[src/rtl/vga_rx_monitor.sv]
// VGA receive-side monitor: measures sync timing, tracks pixel position, classifies
// pixel colours and locks once two consecutive frames show identical timing.
module vga_rx_monitor #(
  parameter logic [11:0] bgColor = 12'h00f,
  parameter logic [11:0] fgColor = 12'hf00
) (
  input  logic        clk,
  input  logic        resetn,
  input  logic        pix_en,
  input  logic        hsync,
  input  logic        vsync,
  input  logic [3:0]  R,
  input  logic [3:0]  G,
  input  logic [3:0]  B,
  output logic [9:0]  px_x,
  output logic [9:0]  px_y,
  output logic        px_valid,
  output logic        px_is_fg,
  output logic        px_is_bg,
  output logic [11:0] h_total,
  output logic [11:0] h_sync_w,
  output logic [11:0] v_total,
  output logic [11:0] v_sync_w,
  output logic        locked,
  output logic        frame_start,
  output logic        err,
  output logic [1:0]  dbg_state
);

  typedef enum logic [1:0] {
    ST_SEARCH  = 2'd0,
    ST_MEASURE = 2'd1,
    ST_LOCKED  = 2'd2
  } state_t;

  state_t      r_state;
  logic        r_hs, r_hs_d, r_vs, r_vs_d;
  logic [11:0] r_rgb;
  logic [11:0] r_hcnt, r_hlow, r_vcnt, r_vlow;
  logic [11:0] r_h_total, r_h_sync_w, r_v_total, r_v_sync_w;
  logic [9:0]  r_px_x, r_px_y;
  logic        r_y_arm;
  logic        r_px_valid, r_px_is_fg, r_px_is_bg, r_frame_start, r_locked, r_err;
  logic [11:0] r_ref_ht, r_ref_vt;
  logic        r_ht_valid, r_vt_valid, r_line_bad;

  logic        w_hs_fall, w_hs_rise, w_vs_fall, w_vs_rise, w_pix_on;
  logic [11:0] w_ht_new;
  logic        w_line_diff, w_frame_clean, w_lock_miss;

  function automatic logic [11:0] sat12(input logic [11:0] v);
    return (v == 12'hfff) ? v : v + 12'd1;
  endfunction

  function automatic logic [9:0] sat10(input logic [9:0] v);
    return (v == 10'h3ff) ? v : v + 10'd1;
  endfunction

  // Edges compare the newest registered sample against the one before it.
  assign w_hs_fall     = r_hs_d & ~r_hs;
  assign w_hs_rise     = ~r_hs_d & r_hs;
  assign w_vs_fall     = r_vs_d & ~r_vs;
  assign w_vs_rise     = ~r_vs_d & r_vs;
  assign w_pix_on      = r_hs & r_vs & (r_rgb != 12'h000);
  assign w_ht_new      = sat12(r_hcnt);
  assign w_line_diff   = w_hs_fall & r_ht_valid & (w_ht_new != r_ref_ht);
  assign w_frame_clean = ~r_line_bad & ~w_line_diff;
  assign w_lock_miss   = (w_hs_fall & (w_ht_new != r_ref_ht)) |
                         (w_vs_fall & (r_vcnt != r_ref_vt));

  always_ff @(posedge clk or negedge resetn) begin
    if (!resetn) begin
      r_state       <= ST_SEARCH;
      r_hs          <= 1'b1;
      r_hs_d        <= 1'b1;
      r_vs          <= 1'b1;
      r_vs_d        <= 1'b1;
      r_rgb         <= 12'd0;
      r_hcnt        <= 12'd0;
      r_hlow        <= 12'd0;
      r_vcnt        <= 12'd0;
      r_vlow        <= 12'd0;
      r_h_total     <= 12'd0;
      r_h_sync_w    <= 12'd0;
      r_v_total     <= 12'd0;
      r_v_sync_w    <= 12'd0;
      r_px_x        <= 10'd0;
      r_px_y        <= 10'd0;
      r_y_arm       <= 1'b0;
      r_px_valid    <= 1'b0;
      r_px_is_fg    <= 1'b0;
      r_px_is_bg    <= 1'b0;
      r_frame_start <= 1'b0;
      r_locked      <= 1'b0;
      r_err         <= 1'b0;
      r_ref_ht      <= 12'd0;
      r_ref_vt      <= 12'd0;
      r_ht_valid    <= 1'b0;
      r_vt_valid    <= 1'b0;
      r_line_bad    <= 1'b0;
    end else begin
      r_px_valid    <= 1'b0;
      r_px_is_fg    <= 1'b0;
      r_px_is_bg    <= 1'b0;
      r_frame_start <= 1'b0;
      if (pix_en) begin
        r_hs   <= hsync;
        r_hs_d <= r_hs;
        r_vs   <= vsync;
        r_vs_d <= r_vs;
        r_rgb  <= {R, G, B};

        if (w_hs_fall) begin
          r_hcnt    <= 12'd0;
          r_h_total <= w_ht_new;
          r_hlow    <= 12'd1;
        end else begin
          r_hcnt <= sat12(r_hcnt);
          if (!r_hs) r_hlow <= sat12(r_hlow);
        end
        if (w_hs_rise) r_h_sync_w <= r_hlow;

        // A line start coincident with the frame start is line 1 of the new frame.
        if (w_vs_fall) begin
          r_vcnt        <= w_hs_fall ? 12'd1 : 12'd0;
          r_vlow        <= w_hs_fall ? 12'd1 : 12'd0;
          r_v_total     <= r_vcnt;
          r_frame_start <= 1'b1;
        end else if (w_hs_fall) begin
          r_vcnt <= sat12(r_vcnt);
          if (!r_vs) r_vlow <= sat12(r_vlow);
        end
        if (w_vs_rise) r_v_sync_w <= r_vlow;

        r_px_x <= w_hs_rise ? 10'd0 : sat10(r_px_x);
        if (w_vs_rise) r_y_arm <= 1'b1;
        if (w_hs_rise) begin
          if (r_y_arm || w_vs_rise) begin
            r_px_y  <= 10'd0;
            r_y_arm <= 1'b0;
          end else begin
            r_px_y <= sat10(r_px_y);
          end
        end

        r_px_valid <= w_pix_on;
        r_px_is_fg <= w_pix_on && (r_rgb == fgColor);
        r_px_is_bg <= w_pix_on && (r_rgb == bgColor) && (bgColor != fgColor);

        case (r_state)
          ST_SEARCH: begin
            if (w_vs_fall) begin
              r_state    <= ST_MEASURE;
              r_ht_valid <= 1'b0;
              r_vt_valid <= 1'b0;
              r_line_bad <= 1'b0;
            end
          end
          ST_MEASURE: begin
            if (w_hs_fall) begin
              r_ref_ht   <= w_ht_new;
              r_ht_valid <= 1'b1;
              if (w_line_diff) r_line_bad <= 1'b1;
            end
            // The line closed on this sample belongs to the frame ending here.
            if (w_vs_fall) begin
              if (w_frame_clean && r_vt_valid && (r_vcnt == r_ref_vt)) begin
                r_state  <= ST_LOCKED;
                r_locked <= 1'b1;
              end
              r_ref_vt   <= r_vcnt;
              r_vt_valid <= w_frame_clean;
              r_line_bad <= 1'b0;
            end
          end
          ST_LOCKED: begin
            if (w_lock_miss) begin
              r_state  <= ST_SEARCH;
              r_locked <= 1'b0;
              r_err    <= 1'b1;
            end
          end
          default: begin
            r_state  <= ST_SEARCH;
            r_locked <= 1'b0;
          end
        endcase
      end
    end
  end

  assign px_x        = r_px_x;
  assign px_y        = r_px_y;
  assign px_valid    = r_px_valid;
  assign px_is_fg    = r_px_is_fg;
  assign px_is_bg    = r_px_is_bg;
  assign h_total     = r_h_total;
  assign h_sync_w    = r_h_sync_w;
  assign v_total     = r_v_total;
  assign v_sync_w    = r_v_sync_w;
  assign locked      = r_locked;
  assign frame_start = r_frame_start;
  assign err         = r_err;
  assign dbg_state   = r_state;

endmodule
[config.mk]
export PLATFORM = sky130hd
export DESIGN_NAME = vga_rx_monitor
export DESIGN_NICKNAME = d
export VERILOG_FILES = /design/src/rtl/vga_rx_monitor.sv
export SDC_FILE = /design/constraint.sdc
export NUM_CORES = 1
export LEC_CHECK = 0
export BUFFER_PORTS_ARGS = -buffer_cell sky130_fd_sc_hd__clkbuf_2
export CAP_MARGIN = 15
export CORE_MARGIN = 10
export CORE_UTILIZATION = 37
export DETAILED_ROUTE_END_ITERATION = 10
export PLACE_DENSITY = 0.64
export SYNTH_ARGS = -nofsm -noshare
export SYNTH_HDL_FRONTEND = slang
export SYNTH_SLANG_ARGS = --single-unit
[constraint.sdc]
create_clock -name clk -period 2.5 [get_ports clk]
set_clock_uncertainty 0.05 [all_clocks]
set_input_delay 0.25 -clock clk [delete_from_list [all_inputs] [get_ports clk]]
set_output_delay 0.25 -clock clk [all_outputs]
set_load 0.005 [all_outputs]
* Word-level counts from Yosys, hierarchy flattened
Index checks and enable logic that the tools add are counted.
** Operators by class
- Add/subtract/negate cells :: 6
- Multiplexer cells :: 43
- Bitwise logic cells :: 19
- Eq/ne operators :: 27
- Reduce and logical (&&, ||, !) cells :: 26
** Operators by type and width (number)
- 12-bit two-way mux :: 12
- 12-bit == test, second input constant :: 5
- 12-bit by 1-bit adder with 12-bit output, second input constant :: 4
- 10-bit two-way mux :: 4
- 12-bit inequality test :: 2
- 10-bit by 1-bit adder with 10-bit output, second input constant :: 2
- 10-bit == test, second input constant :: 2
- 2-bit inequality test, second input constant :: 10
- 1-bit two-way mux :: 18
- 3-bit AND reduction :: 6
- 5-bit AND reduction :: 3
- 12-bit == test :: 1
- 12-bit by 4-bit == test with 1-bit output, second input constant :: 1
- 4-bit AND reduction :: 3
- 12-bit nonzero test :: 1
- 1-bit bitwise AND :: 11
- 2-bit AND reduction :: 5
- 2-bit two-way mux :: 4
- 1-bit inverter :: 7
- 3-bit inequality test, second input constant :: 2
- 1-bit one-hot mux with 2 select lines :: 3
- 2-bit one-hot mux with 3 select lines :: 1
- 1-bit logical AND :: 4
- 2-bit by 1-bit inequality test with 1-bit output, second input constant :: 2
- 7 further kinds :: 8
** Storage, ports and cells
- Register bits :: 168
- Word-level logic and storage cells :: 149
- Input port bits :: 17
- Output and inout port bits :: 76

* Logic depth before layout (Yosys ltp)
Gate-level depths: netlist (run 1).
- Word-level depth :: 11
- Gate-level depth with buffers :: 9
- Mapped depth without buffers :: 8

* Worst setup path after synthesis (run 1)
OpenSTA, ideal clock, no wires.
- Path kind :: register -> register
- From :: reg r_hcnt[1]
- To :: reg r_err (netlist: err)
- Data required time :: 2.326 ns
- Path buffers :: 1
- Arrival :: 2.336 ns
- Clock period less this slack :: 2.510 ns
- Slack :: -0.010 ns
- Cell stages (with the launch flop) :: 10
- Setup time :: 0.124 ns
- Cell sequence :: dfrtp_1 > ha_1 > nand2_2 > or4_1 > buf_2 > o22ai_1 > a2111o_1 > nor4b_4 > a21oi_2 > a211o_1
** Between the ends
- Cells in the longest elaborated chain, start to end :: 6
- Elaborated cells on any way between the ends :: 7
- Classes of those cells :: add/sub (1); eq/ne (2); mux (1); bitwise (2); reduce/logical (1)
** RTL lines
- start: declaration :: RTL line 39 : logic [11:0] r_hcnt, r_hlow, r_vcnt, r_vlow;
- start signal: assignment :: RTL line 118 : r_hcnt <= sat12(r_hcnt);
- 12-bit by 1-bit adder with 12-bit output / 12-bit == test (equally long branches) :: RTL line 52 : return (v == 12'hfff) ? v : v + 12'd1;
- 12-bit two-way mux *
- 12-bit inequality test * :: RTL line 68 : assign w_lock_miss = (w_hs_fall & (w_ht_new != r_ref_ht)) |
- 1-bit bitwise AND * :: RTL line 68
- 1-bit OR * :: RTL line 68
- 3-bit AND reduction (no source line) *
- end signal: assignment :: RTL line 95 : r_err <= 1'b0;
- end signal: assignment :: RTL line 180 : r_err <= 1'b1;
- end: declaration :: RTL line 43 : logic r_px_valid, r_px_is_fg, r_px_is_bg, r_frame_start, r_locked, r_err;
Every way passes the cells marked *; elsewhere a longest branch is shown, timed or not.
A chain may end at the register's enable or synchronous reset.

* Worst setup path after layout (run 1)
Same ends and word-level chain as after synthesis.

==> results of run 1 <==
[cell families (layout without fill, tap and decap cells)]
kind of cell	Yosys count	after routing
muxes	47	47
and+or+nand+nor	352	352
DFF	168	168
adders and majority gates	6	6
xor gates and xnor gates	63	63
AOI/OAI and AO/OA	116	116
buffers and inverters	51	191
[sequential cells by signal (all words and copies together) (netlist names), 2 cells and up]
register and cells:
px_x 10, r_hlow 12, r_rgb 12, h_sync_w 12
dbg_state 2, r_ref_ht 12, r_vlow 12, v_total 12
r_ref_vt 12, h_total 12, r_vcnt 12, r_hcnt 12
v_sync_w 12, px_y 10
[worst register-to-register path, delay by kind of cell, from the launching register on]
kind	cells	cell delay [ns]
AO/OA/AOI/OAI	3	0.67
buffers and inverters	2	0.34
AND/OR/NAND/NOR	4	0.64
flip-flops	1	0.41
adder cells (fa/ha/maj)	1	0.19
[cell usage in the layout (no fill, tap or decap), drive strengths merged, types with 29 or more instances in the layout]
master    n
dfrtp   164
nand2   145
clkbuf  112
nor2     69
o21ai    49
buf      46
mux2     43
xnor2    34
nand3    32
xor2     29
[power by group through the flow]
stage          registers [mW]  clock network, mW  logic, mW
6_report                 3.65               2.61       1.78
4_1_cts                  3.64               2.67       1.78
3_3_place_gp             3.67                  0       1.70
3_5_place_dp             3.67                  0       1.73
5_1_grt                  3.73               2.78       2.02
2_1_floorplan            3.55                  0       1.13
[worst max-delay path by stage]
stage                   start  slack [ns]  endpoint
floorplan           r_hcnt[1]        0.02       err
global placement    r_hcnt[3]       -0.08       err
detailed placement  r_hcnt[0]       -0.13       err
CTS                 r_hcnt[2]       0.009       err
global route        r_hcnt[1]       -0.02       err
finish              r_hcnt[1]        0.10       err
[layout make-up]
type,count,share of cell area (%)
clock buffers,21,4.79
clock inverters,11,1.16
inverters,13,0.497
multi-input cells,584,37.7
flip-flops and latches,168,43.0
well taps,275,3.51
repair buffers,146,9.37
[timing repair]
item	CTS	global route
buffers inserted	1	3
cloned	0	0
hold buffers	9	0
pin swaps	0	6
endpoints found under the setup margin	5	6
resized for setup	6	14
endpoints found under the hold margin	58	0
[metrics by stage]
| stage | hold WS, ns | cell area [um2] | setup slack, ns | TNS [ns] | utilization [%] |
|---|---|---|---|---|---|
| final | 0.00428 | 9810 | 0.100 | 0 | 46.3 |
| after detailed placement | 0.208 | 9010 | -0.131 | -0.419 | 42.5 |
| after CTS | 0.00240 | 9720 | 0.00874 | 0 | 45.8 |
| after global placement | 0.206 | 9010 | -0.0800 | -0.140 | 42.5 |
| after global routing | 0.0116 | 9810 | -0.0202 | -0.0327 | 46.3 |
| after floorplan | -0.0956 | 8030 | 0.0162 | 0 | - |
[layer usage]
metal	global-route usage [%]	up-vias
li1	-	3039
met3	3.25	35
met1	17.5	3069
met5	0	-
met4	5.45	0
met2	22.1	129
==> flow_summary.json, run 1 <==
{
  "drive_above_1_share_pct": 25.9,
  "synth_mux_area_share_pct": 6.53,
  "numCtsBuffers": 17,
  "worstSkewPairLatency_ns": 0.45,
  "seq_area_frac_synth_pct": 52.4,
  "drv_slew": 0,
  "hold_viol": 0,
  "synth_nets": 826,
  "layout_min_cycle_time_ns": 2.40,
  "gr-total-overflow": 0,
  "start_util_pct": 37.8,
  "multiInputGateArea_um2": 3700,
  "status": "completed",
  "wl_met3_um": 761,
  "hold-path-cell-count": 2,
  "crit_family": "compound AO/OA/AOI/OAI gates",
  "pwr_density_cell_nw_per_um2": 820,
  "crit_cells": 10,
  "worst-path-buf-inv": 2,
  "synth_top_family_by_area": "simple AND/OR/NAND/NOR gates",
  "ctsHtreeMaxLevel": 4,
  "cts_buffer_depth": 2,
  "p_leak_nw": 4.58,
  "synth_ff_type": "dfrtp_1",
  "nNetsFinal": 953,
  "first_pass_iters": 6,
  "finalSetupViolCount": 0,
  "areaGrowthSynthToFinish_pct": 22.2,
  "maxCapViolations": 0,
  "synth_edf_count": 0,
  "placedCellCount": 1173,
  "ant_nets": 0,
  "wl_met1_um": 9010,
  "pwr-share-seq_pct": 45.4,
  "tritoncts": "done",
  "period_share_pct": 96.0,
  "yosysMostFrequentCell": "dfrtp_1",
  "synth_cell_types": 68,
  "detail_route.iter0.violations": 463,
  "power.net_switching_mw": 2.55,
  "worstSetupStartpointType": "flip-flop",
  "grt_pass1_vias": 6346,
  "seqCellArea_um2": 4220,
  "synthTopCellsByCount": "164 x dfrtp_1, 144 x nand2_1, 69 x nor2_1",
  "die_w_um": 167,
  "r2r-end": "err",
  "synth-xor-area-share_pct": 6.87,
  "drt_drc_violations_left": 0,
  "crit_top_cell": "buf_4",
  "yosys-top-cells-area": "dfrtp_1 51%, nand2_1 6.7%, mux2_2 6.0%",
  "min-delay-path-class": "input pin to flip-flop",
  "rsz0062_at_grt": "yes",
  "drt-total-wl_um": 19500,
  "required_ns": 2.77,
  "numPortBuffers": 92,
  "yosysTopAreaCell": "dfrtp_1",
  "synth_fa_ha_area_share_pct": 0.935,
  "critPathMaxFanout": 5,
  "num_rows": 53,
  "relSlewSlack_pct": 56.2,
  "synth_top_cell_area_share_pct": 51.1,
  "ios": 93,
  "synth.ff_latch_count": 168,
  "maxUsedRoutingLayer": "met4",
  "track_usage_pct": 13.8,
  "async_flop_share_pct": 100,
  "pwr-share-clk_pct": 32.5,
  "dpl.hpwl_um": 13800,
  "vias_per_cell": 5.15,
  "dr_wl_met2_um": 9270,
  "diodes": 0,
  "via_count": 6272,
  "synth_area_per_cell_um2": 10.0,
  "crit_slowest_cell": "dfrtp_1",
  "cp-end-kind": "flip-flop",
  "hold_end": "r_rgb[3]",
  "ir_drop_mv": 0.514,
  "path_clk_slew_ns": 0.06,
  "timing.fmax_mhz": 417,
  "cts.sinks": 168,
  "p_int_mw": 5.49,
  "die_h_um": 167,
  "r2r_cells": 10,
  "grt_max_degree": 61,
  "syn_inst": 803,
  "holdCritStartpoint": "B[3]",
  "grt_first_pass_wirelength_um": 32300,
  "worstMarginPinSlew_ns": 0.656,
  "total_power_mw": 8.04,
  "cp.arrival_ns": 2.67,
  "fill_cells": 2000,
  "dieArea_um2": 28000,
  "crit_type": "flip-flop to flip-flop",
  "synthesis.area_um2": 8030,
  "r2r_start": "r_hcnt[1]",
  "wire_per_inst_um": 16.0,
  "path_cells": "ha_4 -> buf_4 -> and2_1 -> nand4_1 -> nand3_1 -> a2111oi_4 -> nor4b_4 -> buf_4 -> a21oi_2 -> a211o_1",
  "synth-compound-area-share_pct": 9.49,
  "slowest_delay_ns": 0.41,
  "p_comb_share_pct": 22.1,
  "core-area_um2": 21200,
  "p_sw_share_pct": 31.7,
  "synth_simple_gate_area_share_pct": 21.1,
  "routabilityCongestion": 0.878,
  "synth-warning-count": 0,
  "cts-root-buf": "clkbuf_16",
  "fin_cells": 1218,
  "antenna_found_initial": 0,
  "reg2reg_slack_ns": 0.10
}
Power figures use the tool's default switching activity.
==> inputs of run 2 (changes only) <==
--- a/config.mk
+++ b/config.mk
@@ -10,7 +10,9 @@
 export CORE_MARGIN = 10
 export CORE_UTILIZATION = 37
 export DETAILED_ROUTE_END_ITERATION = 10
+export HOLD_SLACK_MARGIN = 0.03
 export PLACE_DENSITY = 0.64
+export REMOVE_ABC_BUFFERS = 1
 export SYNTH_ARGS = -nofsm -noshare
 export SYNTH_HDL_FRONTEND = slang
 export SYNTH_SLANG_ARGS = --single-unit
==> run 2 against run 1 <==
  * Sequential power hardly changed
  * First-iteration DRC count is 5.6% lower
  * The run now ends with negative setup slack left
  * Via count is 0.65% higher
  * Power is 2.6% higher
  * Sequential share of layout area is 0.51 points lower
  * Largest cell class unchanged
  * Cell count is 0.90% higher
  * Worst hold slack better by 0.056 ns
  * Largest power group unchanged
==> flow_summary.json, run 2 (same netlist as run 1, synthesis figures left out) <==
{
  "core-area_um2": 21200,
  "critPathMaxFanout": 6,
  "crit_path_start": "r_hcnt[1]",
  "final_area_um2": 9930,
  "tritoncts": "done",
  "hold-path-cell-count": 2,
  "drt_drc_violations_left": 0,
  "dpl_cell_area_um2": 9010,
  "hold_viol": 0,
  "wire_per_inst_um": 15.8,
  "path_clk_slew_ns": 0.06,
  "numCtsBuffers": 17,
  "layout_min_cycle_time_ns": 2.54,
  "first_pass_iters": 5,
  "areaGrowthSynthToFinish_pct": 23.6,
  "start_util_pct": 37.8,
  "crit_family": "compound AO/OA/AOI/OAI gates",
  "failed_checks": "negative setup slack",
  "r2r-end": "err",
  "cts-root-buf": "clkbuf_16",
  "holdCritStartpoint": "hsync",
  "r2r_start": "r_hcnt[1]",
  "r2r_cells": 9,
  "crit_type": "flip-flop to flip-flop",
  "num_rows": 53,
  "track_usage_pct": 14.0,
  "dieArea_um2": 28000,
  "cp.arrival_ns": 2.79,
  "dpl.hpwl_um": 13400,
  "required_ns": 2.76,
  "min-delay-path-class": "input pin to flip-flop",
  "drt-total-wl_um": 19400,
  "hold_end": "r_hs",
  "die_h_um": 167,
  "worstSkewPairLatency_ns": 0.42,
  "rsz0062_at_grt": "yes",
  "crit_slowest_cell": "dfrtp_1",
  "wl_met3_um": 1140,
  "cts_buffer_depth": 2,
  "total_power_mw": 8.25,
  "grt_max_degree": 60,
  "path_cells": "ha_4 -> and3_4 -> a311oi_4 -> mux2i_1 -> a2111oi_2 -> nor4b_4 -> buf_6 -> a21oi_4 -> a211o_1",
  "cts.sinks": 168,
  "pwr_density_cell_nw_per_um2": 831,
  "status": "complete, but fails checks",
  "wl_met1_um": 9200,
  "grt_pass1_vias": 6417,
  "drv_slew": 0,
  "drive_above_1_share_pct": 26.1,
  "ios": 93,
  "cp-end-kind": "flip-flop",
  "nNetsFinal": 964,
  "via_count": 6313,
  "worstSetupStartpointType": "flip-flop",
  "slowest_delay_ns": 0.42,
  "diodes": 0,
  "period_share_pct": 101,
  "grt_first_pass_wirelength_um": 32700,
  "worst-path-buf-inv": 1,
  "p_leak_nw": 4.62,
  "reg2reg_slack_ns": -0.04,
  "worstMarginPinSlew_ns": 0.586,
  "fin_cells": 1229,
  "numPortBuffers": 92,
  "ctsHtreeMaxLevel": 4,
  "ir_drop_mv": 0.527,
  "vias_per_cell": 5.14,
  "finalSetupViolCount": 1,
  "detail_route.iter0.violations": 437,
  "maxCapViolations": 0,
  "relSlewSlack_pct": 61.0,
  "timing.fmax_mhz": 394,
  "die_w_um": 167,
  "dr_wl_met2_um": 8820,
  "final.setup.worst_slack_ns": -0.0368,
  "maxUsedRoutingLayer": "met4",
  "gr-total-overflow": 0,
  "layout_commonest_cell": "dfrtp_1",
  "ant_nets": 0,
  "final_cell_mix": "159 x dfrtp_1, 143 x nand2_1, 91 x clkbuf_2",
  "antenna_found_initial": 0,
  "placedCellCount": 1175,
  "routabilityCongestion": 0.866,
  "fin_tns_setup_ns": -0.0368
}
## run 2: cell count changes in the layout (fill, tap and decap cells not counted), sizes merged
cell | previous run | this run
buf | 46 | 53
bufinv | 1 | 4
clkinv | 6 | 5
clkinvlp | 2 | 1
dlygate4sd3 | 9 | 13
inv | 15 | 14
## run 2: power breakdown
part	leakage (nW)	switching (mW)	internal, mW
clock network	0.308	1.09	1.73
registers	2.24	0.501	3.16
logic	2.08	0.914	0.859
## run 2: final cells by class
class                   count  area (um2)
fillers                  2018       11300
clock inverters            11         169
repair buffers            157        1000
clock buffers              21         460
multi-input cells         584        3690
flip-flops and latches    168        4220
well taps                 275         344
inverters                  13        48.8
## run 2: routing by layer
metal	track usage, %	vias to the layer above
li1	-	3077
met2	22.1	163
met1	17.8	3060
met3	3.98	13
met5	0	-
met4	5.00	0
## run 2: how the worst max path moves through the flow
stage	endpoint	slack [ns]	depth (start not counted)
finish	err	-0.04	9
global route	err	-0.16	8
CTS	err	0.004	9
detailed placement	err	-0.18	8
global placement	err	-0.15	8
floorplan	r_vcnt[7]	-0.15	7
## run 2: repair_timing
action	in CTS	in global routing
gates resized for setup	6	14
pin swaps	3	9
hold endpoints to repair	64	0
setup endpoints to repair	6	6
buffers inserted	4	5
hold buffers	13	0
## run 2: worst register-to-register path, cell delays in order (launching register included)
cell and delay [ns]:
dfrtp_1 0.42, ha_4 0.20, and3_4 0.17, a311oi_4 0.31, mux2i_1 0.14, a2111oi_2 0.39, nor4b_4 0.27, buf_6 0.16
a21oi_4 0.06, a211o_1 0.26
## run 2: per-stage QoR
stage	util, %	hold WS (ns)	setup WS [ns]
after floorplan	-	-0.0956	-0.154
after global placement	42.5	0.207	-0.148
after detailed placement	42.5	0.208	-0.181
after CTS	46.3	0.0429	0.00447
after global routing	46.8	0.0512	-0.160
final	46.8	0.0605	-0.0368
==> inputs of run 3 (changes only) <==
--- a/config.mk
+++ b/config.mk
@@ -8,10 +8,10 @@
 export BUFFER_PORTS_ARGS = -buffer_cell sky130_fd_sc_hd__clkbuf_2
 export CAP_MARGIN = 15
 export CORE_MARGIN = 10
-export CORE_UTILIZATION = 37
+export CORE_UTILIZATION = 53
 export DETAILED_ROUTE_END_ITERATION = 10
 export HOLD_SLACK_MARGIN = 0.03
-export PLACE_DENSITY = 0.64
+export PLACE_DENSITY = 0.83
 export REMOVE_ABC_BUFFERS = 1
 export SYNTH_ARGS = -nofsm -noshare
 export SYNTH_HDL_FRONTEND = slang
==> run 3 against run 2 <==
  * Combinational power is 3% higher
  * Largest cell class unchanged
  * Non-clock buffer count is 4 lower
  * Cell area down 1.9%
  * Via count rose by 2.2%
  * Count of clock-buffer cells in the layout fell by 1
  * First-iteration DRC count decreased by 0.23%
  * Clock power shrank 13%
  * Cell count down 7.7%
  * Die area down 27%
  * Setup slack gained 0.053 ns
  * Worst hold slack worse by 0.013 ns
  * Critical path depth is the same
  * The flow now finishes without violations
==> flow_summary.json, run 3 (same netlist as run 1, synthesis figures left out) <==
{
  "status": "completed",
  "grt_pass1_vias": 6473,
  "required_ns": 2.76,
  "crit_type": "flip-flop to flip-flop",
  "finalSetupViolCount": 0,
  "numPortBuffers": 92,
  "relSlewSlack_pct": 51.1,
  "routabilityCongestion": 0.897,
  "r2r_start": "r_hcnt[3]",
  "ant_nets": 0,
  "antenna_found_initial": 0,
  "total_power_mw": 7.93,
  "worstSkewPairLatency_ns": 0.43,
  "cp.arrival_ns": 2.74,
  "r2r-end": "locked",
  "hold_end": "r_vs",
  "final_core_util_pct": 66.3,
  "cp-end-kind": "flip-flop",
  "p_leak_nw": 4.59,
  "wire_per_inst_um": 17.2,
  "r2r_cells": 9,
  "reg2reg_slack_ns": 0.02,
  "dpl_cell_area_um2": 8940,
  "fin_tns_setup_ns": 0,
  "final_cell_mix": "163 x dfrtp_1, 144 x nand2_1, 91 x clkbuf_2",
  "drive_above_1_share_pct": 25.5,
  "num_rows": 44,
  "timing.hold.ws_ns": 0.0478,
  "cts.sinks": 168,
  "dieArea_um2": 20500,
  "worstSetupStartpointType": "flip-flop",
  "critPathMaxFanout": 12,
  "nNetsFinal": 960,
  "rsz0062_at_grt": "yes",
  "path_clk_slew_ns": 0.06,
  "drt_drc_violations_left": 0,
  "core-area_um2": 14700,
  "diodes": 0,
  "maxCapViolations": 0,
  "via_count": 6449,
  "min-delay-path-class": "input pin to flip-flop",
  "layout_commonest_cell": "dfrtp_1",
  "final_area_um2": 9740,
  "hold-path-cell-count": 2,
  "tritoncts": "done",
  "numCtsBuffers": 17,
  "first_pass_iters": 5,
  "layout_min_cycle_time_ns": 2.48,
  "ir_drop_mv": 0.551,
  "areaGrowthSynthToFinish_pct": 21.3,
  "gr-total-overflow": 0,
  "vias_per_cell": 5.69,
  "grt_first_pass_wirelength_um": 32000,
  "track_usage_pct": 19.3,
  "worstMarginPinSlew_ns": 0.734,
  "drt-total-wl_um": 19500,
  "cts_buffer_depth": 2,
  "cts-root-buf": "clkbuf_16",
  "grt_max_degree": 59,
  "die_w_um": 143,
  "timing.fmax_mhz": 403,
  "pwr_density_cell_nw_per_um2": 814,
  "ctsHtreeMaxLevel": 4,
  "period_share_pct": 99.4,
  "holdCritStartpoint": "vsync",
  "detail_route.iter0.violations": 436,
  "dpl.hpwl_um": 13300,
  "ios": 93,
  "hold_viol": 0,
  "drv_slew": 0,
  "die_h_um": 143,
  "start_util_pct": 54.6
}
-- run 3: changes by cell type in the layout (fill, tap and decap cells not counted), moves of 2 or more --
cell and change:
bufinv_16 -4, buf_4 -9, buf_6 +2, dfrtp_1 +4, clkinv_4 +3, buf_12 +2
dfrtp_2 -4
-- run 3: worst max path at each step --
stage / start / endpoint / slack, ns / cells after the start
6_report: r_hcnt[3] / locked / 0.02 / 9
4_1_cts: r_hcnt[1] / dbg_state[1] / -0.02 / 9
2_1_floorplan: r_vs / r_vcnt[7] / -0.15 / 7
3_3_place_gp: r_hcnt[0] / dbg_state[1] / -0.06 / 9
5_1_grt: r_hcnt[1] / locked / -0.08 / 9
3_5_place_dp: r_hcnt[1] / dbg_state[1] / -0.18 / 9
-- run 3: critical path: stages (launching register included) --
cell	delay, ns
dfrtp_1	0.40
nand4_2	0.15
buf_12	0.18
nor4_4	0.40
mux2_2	0.39
o2111ai_2	0.13
nor4b_4	0.10
buf_4	0.16
a311oi_2	0.30
a21oi_1	0.10
-- run 3: power by group --
| group | leakage (nW) | switching (mW) | internal (mW) | total (mW) |
|---|---|---|---|---|
| clock | 0.277 | 1.11 | 1.34 | 2.45 |
| combinational | 2.07 | 0.951 | 0.880 | 1.83 |
| sequential | 2.24 | 0.495 | 3.16 | 3.65 |
-- run 3: per-stage QoR --
step,cells,setup WS (ns)
after floorplan,765,-0.154
after global placement,1086,-0.0563
after detailed placement,1086,-0.184
after CTS,1134,-0.0199
after global routing,1134,-0.0794
final,1134,0.0158
-- run 3: layout make-up --
cell class                 instances  area, um2
inverter                          13       48.8
multi-input combinational        584       3690
timing repair buffer             153       1010
sequential                       168       4210
clock inverter                    12       92.6
clock buffer                      20        457
tap                              184        230
fill                            1149       4960
-- run 3: repair_timing --
action / 4_1_cts / 5_1_grt
buffers inserted: 2 / 0
endpoints found under the setup margin: 6 / 6
hold buffers: 14 / 0
pin swaps: 4 / 5
gates resized for setup: 13 / 5
hold endpoints to repair: 69 / 0
-- run 3: routing by layer --
metal	track usage (%)	wire length, um
met1	24.2	8540
met5	0	0
met3	5.01	1200
met2	31.0	9300
met4	8.58	423
